==> config.mk <==
export PLATFORM = sky130hd
export DESIGN_NAME = cpu_bus_master
export DESIGN_NICKNAME = d
export VERILOG_FILES = /design/src/rtl/cpu_bus_pkg.sv /design/src/rtl/cpu_bus_encoder.sv /design/src/rtl/cpu_bus_master.sv
export SDC_FILE = /design/constraint.sdc
export NUM_CORES = 1
export LEC_CHECK = 0
export CAP_MARGIN = 20
export CORE_MARGIN = 3
export CORE_UTILIZATION = 35
export CTS_CLUSTER_DIAMETER = 80
export DETAILED_ROUTE_END_ITERATION = 10
export PLACE_DENSITY = 0.67
export RECOVER_POWER = 25
export REMOVE_ABC_BUFFERS = 1
export SKIP_LAST_GASP = 1
export SLEW_MARGIN = 20
export SYNTH_ARGS = -nofsm -noshare
export SYNTH_HDL_FRONTEND = slang
export SYNTH_SLANG_ARGS = --single-unit
==> constraint.sdc <==
create_clock -name clk -period 2.65 [get_ports clk]
set_input_delay 0.795 -clock clk [delete_from_list [all_inputs] [get_ports clk]]
set_output_delay 0.795 -clock clk [all_outputs]
set_load 0.03 [all_outputs]
==> src/rtl/cpu_bus_pkg.sv <==
// Shared types for the CPU-to-NuBus master: FSM states, ACK status codes and the
// byte-strobe to TM/AD lane encoder.
package cpu_bus_pkg;

  typedef enum logic [2:0] {
    ST_IDLE = 3'd0,
    ST_ARB  = 3'd1,
    ST_ADDR = 3'd2,
    ST_DATA = 3'd3,
    ST_DONE = 3'd4
  } state_e;

  // Slave status is the inverted {TM1*,TM0*} pair sampled with ACK*.
  typedef enum logic [1:0] {
    ST_COMPLETE = 2'b00,
    ST_ERROR    = 2'b01,
    ST_TIMEOUT  = 2'b10,
    ST_RETRY    = 2'b11
  } status_e;

  // Returns {err,tm1n,tm0n,ad1n,ad0n}; err flags a strobe pattern NuBus cannot express.
  function automatic logic [4:0] tmadn_encode(input logic [3:0] strb);
    logic [4:0] r;
    case (strb)
      4'b0000: r = 5'b01111;
      4'b0001: r = 5'b00011;
      4'b0010: r = 5'b00010;
      4'b0011: r = 5'b00110;
      4'b0100: r = 5'b00001;
      4'b1000: r = 5'b00000;
      4'b1100: r = 5'b00100;
      4'b1111: r = 5'b00111;
      default: r = 5'b10000;
    endcase
    return r;
  endfunction

endpackage

==> src/rtl/cpu_bus_encoder.sv <==
// Combinational lane encoder: maps CPU byte strobes onto NuBus TM*/AD[1:0] and
// builds the address-cycle AD word.
module cpu_bus_encoder
  import cpu_bus_pkg::*;
(
  input  logic [3:0]  strb,
  input  logic [29:0] word_addr,
  output logic        illegal,
  output logic        tm1n,
  output logic        tm0n,
  output logic [31:0] addr_ad
);

  logic [4:0] tmadn;

  always_comb begin
    tmadn   = tmadn_encode(strb);
    illegal = tmadn[4];
    tm1n    = tmadn[3];
    tm0n    = tmadn[2];
    addr_ad = {word_addr, ~tmadn[1:0]};
  end

endmodule

==> src/rtl/cpu_bus_master.sv <==
// CPU-to-NuBus bus master: claims windowed CPU requests, arbitrates, runs the
// address/data cycles and returns a one-cycle ready with data or error.
module cpu_bus_master
  import cpu_bus_pkg::*;
#(
  parameter logic [3:0] NUBUS_CONTROLLER_ADDR_START = 4'h6,
  parameter int         TIMEOUT_CYCLES              = 255,
  parameter int         MAX_RETRY                   = 3
) (
  input  logic        clk,
  input  logic        reset,
  input  logic        cpu_valid,
  input  logic [3:0]  cpu_write,
  input  logic [31:0] cpu_addr,
  input  logic [31:0] cpu_wdata,
  output logic        cpu_ready,
  output logic [31:0] cpu_rdata,
  output logic        cpu_error,
  output logic        cpu_masterd_o,
  output logic        arb_req_o,
  input  logic        arb_grant_i,
  output logic        nub_startn_o,
  output logic [31:0] nub_ad_o,
  output logic        nub_ad_oe,
  output logic        nub_tm1n_o,
  output logic        nub_tm0n_o,
  input  logic [31:0] nub_ad_i,
  input  logic        nub_ackn_i,
  input  logic        nub_tm1n_i,
  input  logic        nub_tm0n_i
);

  localparam int TW = $clog2(TIMEOUT_CYCLES) + 1;
  localparam int RW = $clog2(MAX_RETRY + 1) + 1;

  state_e      state_q, state_d;
  logic [TW-1:0] tcnt_q, tcnt_d;
  logic [RW-1:0] retry_q, retry_d;
  logic        drop_q, drop_d;
  logic        err_q, err_d;
  logic        wr_q, wr_d;
  logic        tm1n_q, tm1n_d;
  logic        tm0n_q, tm0n_d;
  logic [31:0] ad_q, ad_d;
  logic [31:0] wdata_q, wdata_d;
  logic [31:0] rdata_q, rdata_d;

  logic        enc_illegal, enc_tm1n, enc_tm0n;
  logic [31:0] enc_ad;
  logic        claimed;
  status_e     status;
  logic        unused_addr_bits;

  assign unused_addr_bits = ^cpu_addr[1:0];

  cpu_bus_encoder u_enc (
    .strb      (cpu_write),
    .word_addr (cpu_addr[31:2]),
    .illegal   (enc_illegal),
    .tm1n      (enc_tm1n),
    .tm0n      (enc_tm0n),
    .addr_ad   (enc_ad)
  );

  assign claimed       = cpu_valid && (cpu_addr[31:28] >= NUBUS_CONTROLLER_ADDR_START);
  assign cpu_masterd_o = claimed;
  assign status        = status_e'(~{nub_tm1n_i, nub_tm0n_i});

  always_comb begin
    state_d = state_q;
    tcnt_d  = tcnt_q;
    retry_d = retry_q;
    drop_d  = drop_q;
    err_d   = err_q;
    wr_d    = wr_q;
    tm1n_d  = tm1n_q;
    tm0n_d  = tm0n_q;
    ad_d    = ad_q;
    wdata_d = wdata_q;
    rdata_d = rdata_q;
    case (state_q)
      ST_IDLE: begin
        if (claimed) begin
          wr_d    = |cpu_write;
          tm1n_d  = enc_tm1n;
          tm0n_d  = enc_tm0n;
          ad_d    = enc_ad;
          wdata_d = cpu_wdata;
          retry_d = '0;
          drop_d  = 1'b0;
          if (enc_illegal) begin
            err_d   = 1'b1;
            rdata_d = '0;
            state_d = ST_DONE;
          end else begin
            err_d   = 1'b0;
            state_d = ST_ARB;
          end
        end
      end
      ST_ARB: begin
        // After a retry the request is held low for one cycle before re-arbitrating.
        if (drop_q)           drop_d  = 1'b0;
        else if (arb_grant_i) state_d = ST_ADDR;
      end
      ST_ADDR: begin
        tcnt_d  = '0;
        state_d = ST_DATA;
      end
      ST_DATA: begin
        tcnt_d = tcnt_q + 1'b1;
        if (!nub_ackn_i) begin
          case (status)
            ST_COMPLETE: begin
              err_d   = 1'b0;
              if (!wr_q) rdata_d = nub_ad_i;
              state_d = ST_DONE;
            end
            ST_RETRY: begin
              if (retry_q < RW'(MAX_RETRY)) begin
                retry_d = retry_q + 1'b1;
                drop_d  = 1'b1;
                state_d = ST_ARB;
              end else begin
                err_d   = 1'b1;
                rdata_d = '0;
                state_d = ST_DONE;
              end
            end
            default: begin
              err_d   = 1'b1;
              rdata_d = '0;
              state_d = ST_DONE;
            end
          endcase
        end else if (tcnt_q == TW'(TIMEOUT_CYCLES - 1)) begin
          err_d   = 1'b1;
          rdata_d = '0;
          state_d = ST_DONE;
        end
      end
      ST_DONE: state_d = ST_IDLE;
      default: state_d = ST_IDLE;
    endcase
  end

  always_ff @(posedge clk) begin
    if (reset) begin
      state_q <= ST_IDLE;
      tcnt_q  <= '0;
      retry_q <= '0;
      drop_q  <= 1'b0;
      err_q   <= 1'b0;
      wr_q    <= 1'b0;
      tm1n_q  <= 1'b1;
      tm0n_q  <= 1'b1;
      ad_q    <= '0;
      wdata_q <= '0;
      rdata_q <= '0;
    end else begin
      state_q <= state_d;
      tcnt_q  <= tcnt_d;
      retry_q <= retry_d;
      drop_q  <= drop_d;
      err_q   <= err_d;
      wr_q    <= wr_d;
      tm1n_q  <= tm1n_d;
      tm0n_q  <= tm0n_d;
      ad_q    <= ad_d;
      wdata_q <= wdata_d;
      rdata_q <= rdata_d;
    end
  end

  // Bus-side outputs decode straight from state, so reset lands them on idle values.
  always_comb begin
    cpu_ready    = (state_q == ST_DONE);
    cpu_error    = (state_q == ST_DONE) && err_q;
    cpu_rdata    = rdata_q;
    arb_req_o    = ((state_q == ST_ARB) && !drop_q) || (state_q == ST_ADDR) ||
                   (state_q == ST_DATA);
    nub_startn_o = (state_q != ST_ADDR);
    nub_ad_oe    = (state_q == ST_ADDR) || ((state_q == ST_DATA) && wr_q);
    nub_tm1n_o   = (state_q == ST_ADDR) ? tm1n_q : 1'b1;
    nub_tm0n_o   = (state_q == ST_ADDR) ? tm0n_q : 1'b1;
    nub_ad_o     = '0;
    if (state_q == ST_ADDR)             nub_ad_o = ad_q;
    else if (state_q == ST_DATA && wr_q) nub_ad_o = wdata_q;
  end

endmodule

==> impl_results.md, run 1 <==
* First-pass GRT wire length at about 26000 um
* Total GRT Usage at 0.191
* Sw frac at 0.247
* Routed Antenna Nets at 0
* Number of DRC markers in iteration 0 at approximately 260
* Mapped cell area at 5330 um2
* Num rows at between 40 and 50
* Critical-path cell list: clkdlybuf4s50_1 > a21o_1 > and2_1 > buf_4
* Synth warn at 0
* Post-Syn Instances at 670
* Worst Setup SP: cpu_addr[30]
* Antenna violations before repair at 0
* Via density per instance at around 5.4
* Initial Utilization at 0.363
* CP max stage delay at 0.47 ns
* Synth top area share at 0.435
* Layout Nets at between 900 and 1000
* Area Growth Syn to Fin at 47.0%
* P_sw at 1170 uW
* Critical Path Start Type: input pin
* Design Area, Final at roughly 7800 um2
* Area after DPL at between 7000 and 8000 um2
* Synth Flop Type: dfxtp_1
* Post-DP HPWL at ~11000 um
* N_diodes at 0
* Setup TNS at 0 ns
* MaxCap Viol Count at 1
* Slowest CP cell: clkdlybuf4s50_1
* Die ar. at ~17000 um2
* Post-synth EDFFs at 0
* Post-synth ARST share at 0
* Hold Startpoint: wdata_q[25]$_SDFFE_PP0P_
* Skew-Pair Late Insertion Delay at 0.41 ns
* Status: complete, but fails checks
* Req. time, crit path at 1.86 ns
* Final setup violation count at 0
* Largest net degree at the start of global routing at 76
* CTS tree: yes
* Io pins at about 180
* Vias in the first global route at roughly 5400
* Longest Clk Path Bufs at 2
* Drt first pass iters at 4
* Syn avg cell area at ~8.0 um2
* Total power at 4740 uW
* Worst VDD drop at ~0.43 mV
* Hold Path Stages at 2
* Overall routed net length at 16400 um
* R2R depth at 6
* Max Clock Skew at slightly above 0.007 ns
* Lkg Pwr at 0.00289 uW
* Crit path max-delay family: buffers and inverters
* Placer's final routability congestion estimate at slightly above 0.8
* Register clock-pin slew on the reported worst setup and hold paths at around 0.050 ns
* CP endpoint kind: output port
* CP Class: in -> out
* # hold bufs at CTS at 0
* Failing checks: max-capacitance violations, max-slew violations
* Int Pwr at ~3600 uW
* Register area share after synthesis at 0.435
* Post-synth top cells: nand2_1 (205), dfxtp_1 (116), a21oi_1 (77)
* Final Util at 0.533
* Routed WL per cell at around 16 um
* Fraction of layout cells with a size suffix above 1 at 0.126
* Die H at about 130 um
* DIE WIDTH at around 130 um
* Clock sink total at about 120
* Yosys reg bits at around 120
* Via Count at between 5000 and 6000
* WP data arrival at ~1.8 ns
* Port Buffer Count at about 180
* Core ar. at around 15000 um2
* Post-CTS setup buffer count at 0
* Max transition margin at -0.0137
* Clock Power Share at 0.468
* Fmax at between 300 and 400 MHz
* Root Driver: clkbuf_16
* Crit path max fanout at 2
* H-tree Lvls at 4
* Final Hold Violating Endpoints at 0
* Worst Hold End: wdata_q[25]$_SDFFE_PP0P_
* Setup repair after global routing missed its margin: false
* Most common cell in the synthesized netlist: nand2_1
* Worst R2R Setup Slack at 0.56 ns
* Combinational share of power at 0.135
* Pwr dens at between 600 and 700 nW/um2
* Worst path bufs/invs at 2
* Remaining DRCs at 0
* Worst hold-check path type: reg -> reg
* Post-synth cell types at 50
* Fin crit share at 0.987
* Top cells by area, synth: dfxtp_1 (44%), nand2_1 (14%), a21oi_1 (7.2%), a22o_1 (5.3%), o2111ai_1 (5.3%)
* RR Endpoint: wdata_q[6]$_SDFFE_PP0P_
* Slew @ Worst Pin at 1.52 ns
* Total CTS buffers at 17
* R2R Path Start: state_q[0]$_SDFFE_PP0P_
* Period minus WS final at 2.62 ns
* Sequential share of power at 0.396
* Grt ovf at 0
* Final slew viol count at 76
* Cell taking the most area after synthesis: dfxtp_1
-- through the flow --
step,hold WS (ns),instances,setup slack (ns)
floorplan,0.416,605,-0.930
global placement,0.434,992,-0.0235
detailed placement,0.445,992,-0.0488
CTS,0.453,1024,0.0186
global route,0.472,1025,0.0135
finish,0.452,1025,0.0349
-- power groups by stage --
stage / Clock [uW] / Sequential [uW] / Combinational, uW
finish: 2220 / 1880 / 641
global route: 2360 / 1890 / 698
CTS: 2270 / 1880 / 657
detailed placement: 0 / 1910 / 653
global placement: 0 / 1910 / 645
floorplan: 0 / 1910 / 278
-- cell type report --
class                   count  area (um2)
repair buffers            204        1990
fillers                  1381        6860
inverters                   9        33.8
clock inverters            10         105
multi-input cells         480        2670
clock buffers              22         474
flip-flops and latches    116        2330
well taps                 184         230
-- what timing repair did --
| item | 4_1_cts | 5_1_grt |
|---|---|---|
| gates cloned | 0 | 1 |
| setup endpoints to repair | 38 | 34 |
| gates resized for setup | 5 | 7 |
-- placed cells by master, fill, tap and decap left out, types with 4 or more instances in the layout --
cell type | synthesis | routed
a31oi_1 | 6 | 6
nand2b_1 | 4 | 4
o2111ai_1 | 32 | 32
clkdlybuf4s50_1 | 0 | 136
clkbuf_1 | 37 | 4
ha_1 | 5 | 5
a21oi_1 | 77 | 77
o211ai_1 | 32 | 32
buf_4 | 4 | 52
nand2_1 | 205 | 205
buf_12 | 0 | 8
dfxtp_1 | 116 | 113
o21ai_0 | 9 | 9
clkinv_2 | 0 | 6
a22o_1 | 32 | 32
o21a_1 | 4 | 4
clkbuf_16 | 0 | 18
nor2_1 | 15 | 14
nand3_1 | 7 | 7
inv_1 | 8 | 8
nor3_1 | 5 | 5
-- metal layers --
metal	up-vias	part of all wire	track usage
met5	-	0	0
met4	0	0.013	0.0776
met3	18	0.093	0.0651
met2	224	0.46	0.311
met1	2591	0.44	0.231
li1	2691	-	-
-- worst register-to-register path, stage by stage (launching register included) --
cell	delay, ns
dfxtp_4	0.37
buf_4	0.17
nor3_2	0.29
nand3_1	0.42
buf_4	0.43
nand2_1	0.16
a21oi_1	0.07
-- registers in the layout (all words and copies together) (netlist names) --
signal and cells:
ad_q 32, tm1n_q 1, wdata_q 32, wr_q 1, state_q 3, err_q 1
cpu_rdata 32, tcnt_q 9, retry_q 3, drop_q 1, tm0n_q 1
-- how the worst max path moves through the flow --
stage	to	slack (ns)	depth (start not counted)
2_1_floorplan	tm0n_q$_SDFFE_PP1P_	-0.93	3
3_3_place_gp	cpu_rdata[0]$_SDFFE_PP0P_	-0.02	8
3_5_place_dp	cpu_rdata[29]$_SDFFE_PP0P_	-0.05	8
4_1_cts	nub_ad_o[30]	0.02	5
5_1_grt	cpu_masterd_o	0.01	4
6_report	cpu_masterd_o	0.03	4
-- cells by family after synthesis --
kind of cell,Yosys count,synth area share
simple gates,265,0.215
fa+ha+maj,5,0.0117
compound gates,207,0.267
buf+inv,74,0.0650
xor+xnor,2,0.00328
flops,116,0.435
mux,1,0.00188
(Power assumes the default switching activity.)
==> inputs of run 2 (changes only) <==
--- a/config.mk
+++ b/config.mk
@@ -5,7 +5,7 @@
 export SDC_FILE = /design/constraint.sdc
 export NUM_CORES = 1
 export LEC_CHECK = 0
-export CAP_MARGIN = 20
+export CAP_MARGIN = 25
 export CORE_MARGIN = 3
 export CORE_UTILIZATION = 35
 export CTS_CLUSTER_DIAMETER = 80
==> results of run 2 <==
No change in the layout: final DEF, timing and power equal those of run 1.
==> inputs of run 3 (changes only) <==
--- a/config.mk
+++ b/config.mk
@@ -10,7 +10,7 @@
 export CORE_UTILIZATION = 35
 export CTS_CLUSTER_DIAMETER = 80
 export DETAILED_ROUTE_END_ITERATION = 10
-export PLACE_DENSITY = 0.67
+export PLACE_DENSITY = 0.64
 export RECOVER_POWER = 25
 export REMOVE_ABC_BUFFERS = 1
 export SKIP_LAST_GASP = 1
==> run 3 against run 2 <==
Against the previous run: the flow still finishes with violations (max-capacitance violations, max-slew violations); setup slack better by 0.030 ns; fmax is 1.2% higher; non-clock buffer count is 2 lower; register-to-register slack better by 0.26 ns; global-route usage is 0.12 points higher; clock power is 7% higher; routed wire length is 0.30% lower; critical endpoint is now nub_ad_o[18]; largest cell class unchanged; highest routed layer unchanged.
==> impl_results.md, run 3 (synthesized netlist as in run 1, its figures left out) <==
* Sequential Area at 2320 um2
* Routed WL per cell at about 16 um
* Worst Hold End: tm1n_q$_SDFFE_PP1P_
* Multi-input gate area at approximately 2700 um2
* Max Clock Skew at ~0.0088 ns
* Post-CTS setup buffer count at 0
* Most common cell after layout, fill and taps aside: nand2_1
* Slowest CP cell: dfxtp_1
* Clock sink total at ~120
* Via density per instance at roughly 5.3
* Final Hold Slack at 0.445 ns
* CP max stage delay at about 0.33 ns
* Largest net degree at the start of global routing at 79
* Via Count at between 5000 and 6000
* Worst path bufs/invs at 2
* WP data arrival at around 1.8 ns
* Worst VDD drop at 0.450 mV
* Status: complete, but fails checks
* Fraction of layout cells with a size suffix above 1 at 0.124
* Die ar. at approximately 17000 um2
* Initial Utilization at 0.363
* Fin crit share at 0.975
* Period minus WS final at 2.58 ns
* Crit path max fanout at 24
* First-pass GRT wire length at 26000 um
* Critical Path Start Type: flop
* CP Class: reg -> out
* Layout Nets at 938
* Hold Startpoint: tm1n_q$_SDFFE_PP1P_
* Skew-Pair Late Insertion Delay at around 0.4 ns
* Port Buffer Count at 176
* Max transition margin at -0.0511
* Final setup violation count at 0
* Longest Clk Path Bufs at 2
* Worst hold-check path type: reg -> reg
* Worst R2R Setup Slack at 0.82 ns
* Root Driver: clkbuf_16
* Most frequent cells in the layout: nand2_1 (205), clkdlybuf4s50_1 (135), dfxtp_1 (116), a21oi_1 (77), buf_4 (48)
* Overall routed net length at 16400 um
* Io pins at ~180
* Vias in the first global route at roughly 5300
* Drt first pass iters at 5
* Non-Filler Instances at slightly above 1000
* CP endpoint kind: output port
* # hold bufs at CTS at 0
* Pwr dens at between 600 and 700 nW/um2
* Failing checks: max-capacitance violations, max-slew violations
* Antenna violations before repair at 0
* Remaining DRCs at 0
* Register clock-pin slew on the reported worst setup and hold paths at 0.05 ns
* Total CTS buffers at 17
* Die H at approximately 130 um
* N_diodes at 0
* Grt ovf at 0
* Req. time, crit path at around 1.9 ns
* MaxCap Viol Count at 1
* Hold Path Stages at 2
* Setup repair after global routing missed its margin: false
* Area Growth Syn to Fin at 48.3%
* Pre-CTS setup slack at -0.171 ns
* Crit path max-delay family: simple AND/OR/NAND/NOR gates
* Fmax at 387 MHz
* CTS tree: yes
* Post-DP HPWL at approximately 11000 um
* Final worst slack at 0.0650 ns
* Final slew viol count at 79
* R2R Path Start: state_q[0]$_SDFFE_PP0P_
* Placer's final routability congestion estimate at about 0.83
* Number of DRC markers in iteration 0 at roughly 300
* Core ar. at 14700 um2
* Routed Antenna Nets at 0
* Final Hold Violating Endpoints at 0
* Critical-path cell list: and3b_1 > and2_4 > buf_8 > a22o_1 > buf_4
* Total GRT Usage at 0.192
* Fillcell total at about 1300
* Lkg Pwr at 0.00292 uW
* R2R depth at 6
* Post-Place Cells at between 900 and 1000
* Num rows at 44
* H-tree Lvls at 4
* DIE WIDTH at between 100 and 150 um
* Slew @ Worst Pin at between 1.5 and 2 ns
* RR Endpoint: wdata_q[24]$_SDFFE_PP0P_
[run 3: changes by cell type in the layout (fill, tap and decap cells not counted), sizes merged]
cell,previous run,this run
dlygate4sd2,2,4
clkbuf,26,24
clkdlybuf4s50,136,135
bufinv,2,4
buf,61,60
clkinv,6,4
dlymetal6s2s,1,0
[run 3: final cells by class]
| class | count | share of cell area |
|---|---|---|
| clock buffers | 21 | 0.0582 |
| clock inverters | 10 | 0.0196 |
| inverters | 9 | 0.00427 |
| multi-input cells | 480 | 0.342 |
| flip-flops and latches | 116 | 0.294 |
| well taps | 184 | 0.0291 |
| repair buffers | 202 | 0.254 |
[run 3: how the worst max path moves through the flow]
| stage | start | endpoint | slack, ns | depth (start not counted) |
|---|---|---|---|---|
| detailed placement | cpu_write[0] | cpu_rdata[12]$_SDFFE_PP0P_ | -0.17 | 8 |
| CTS | state_q[2]$_SDFFE_PP0P_ | nub_ad_o[18] | -0.01 | 5 |
| finish | state_q[2]$_SDFFE_PP0P_ | nub_ad_o[18] | 0.07 | 5 |
| floorplan | cpu_addr[30] | tm0n_q$_SDFFE_PP1P_ | -0.93 | 3 |
| global placement | cpu_write[0] | cpu_rdata[14]$_SDFFE_PP0P_ | -0.11 | 8 |
| global route | state_q[2]$_SDFFE_PP0P_ | nub_ad_o[18] | 0.004 | 5 |
[run 3: worst register-to-register path: stages, from the launching register on]
cell     delay, ns
dfxtp_1       0.31
buf_4         0.20
nor3_2        0.35
and3_2        0.35
buf_12        0.24
nand2_1       0.12
a21oi_1       0.15
[run 3: repair_timing]
| item | 4_1_cts | 5_1_grt |
|---|---|---|
| setup endpoints to repair | 36 | 35 |
| gates cloned | 0 | 1 |
| gates resized for setup | 8 | 3 |
[run 3: routing by layer]
metal	global-route usage	part of all wire	up-vias
met5	0	0	-
met3	0.0655	0.086	14
met2	0.307	0.46	205
met4	0.0685	0.010	0
met1	0.241	0.44	2562
li1	-	-	2685
[run 3: power by group]
group,internal (uW),leakage [uW],switching (uW)
Sequential,1830,0.000943,43.0
Combinational,309,0.00167,358
Clock,1610,0.000299,758
[run 3: metrics by stage]
step / cell area, um2 / total power [uW] / util / setup TNS, ns
4_1_cts: 7890 / 4960 / 0.537 / -0.0147
3_3_place_gp: 7260 / 2560 / 0.494 / -3.53
2_1_floorplan: 5020 / 2190 / - / -87.43
3_5_place_dp: 7260 / 2570 / 0.494 / -4.77
6_report: 7910 / 4910 / 0.538 / 0
5_1_grt: 7910 / 5120 / 0.538 / 0
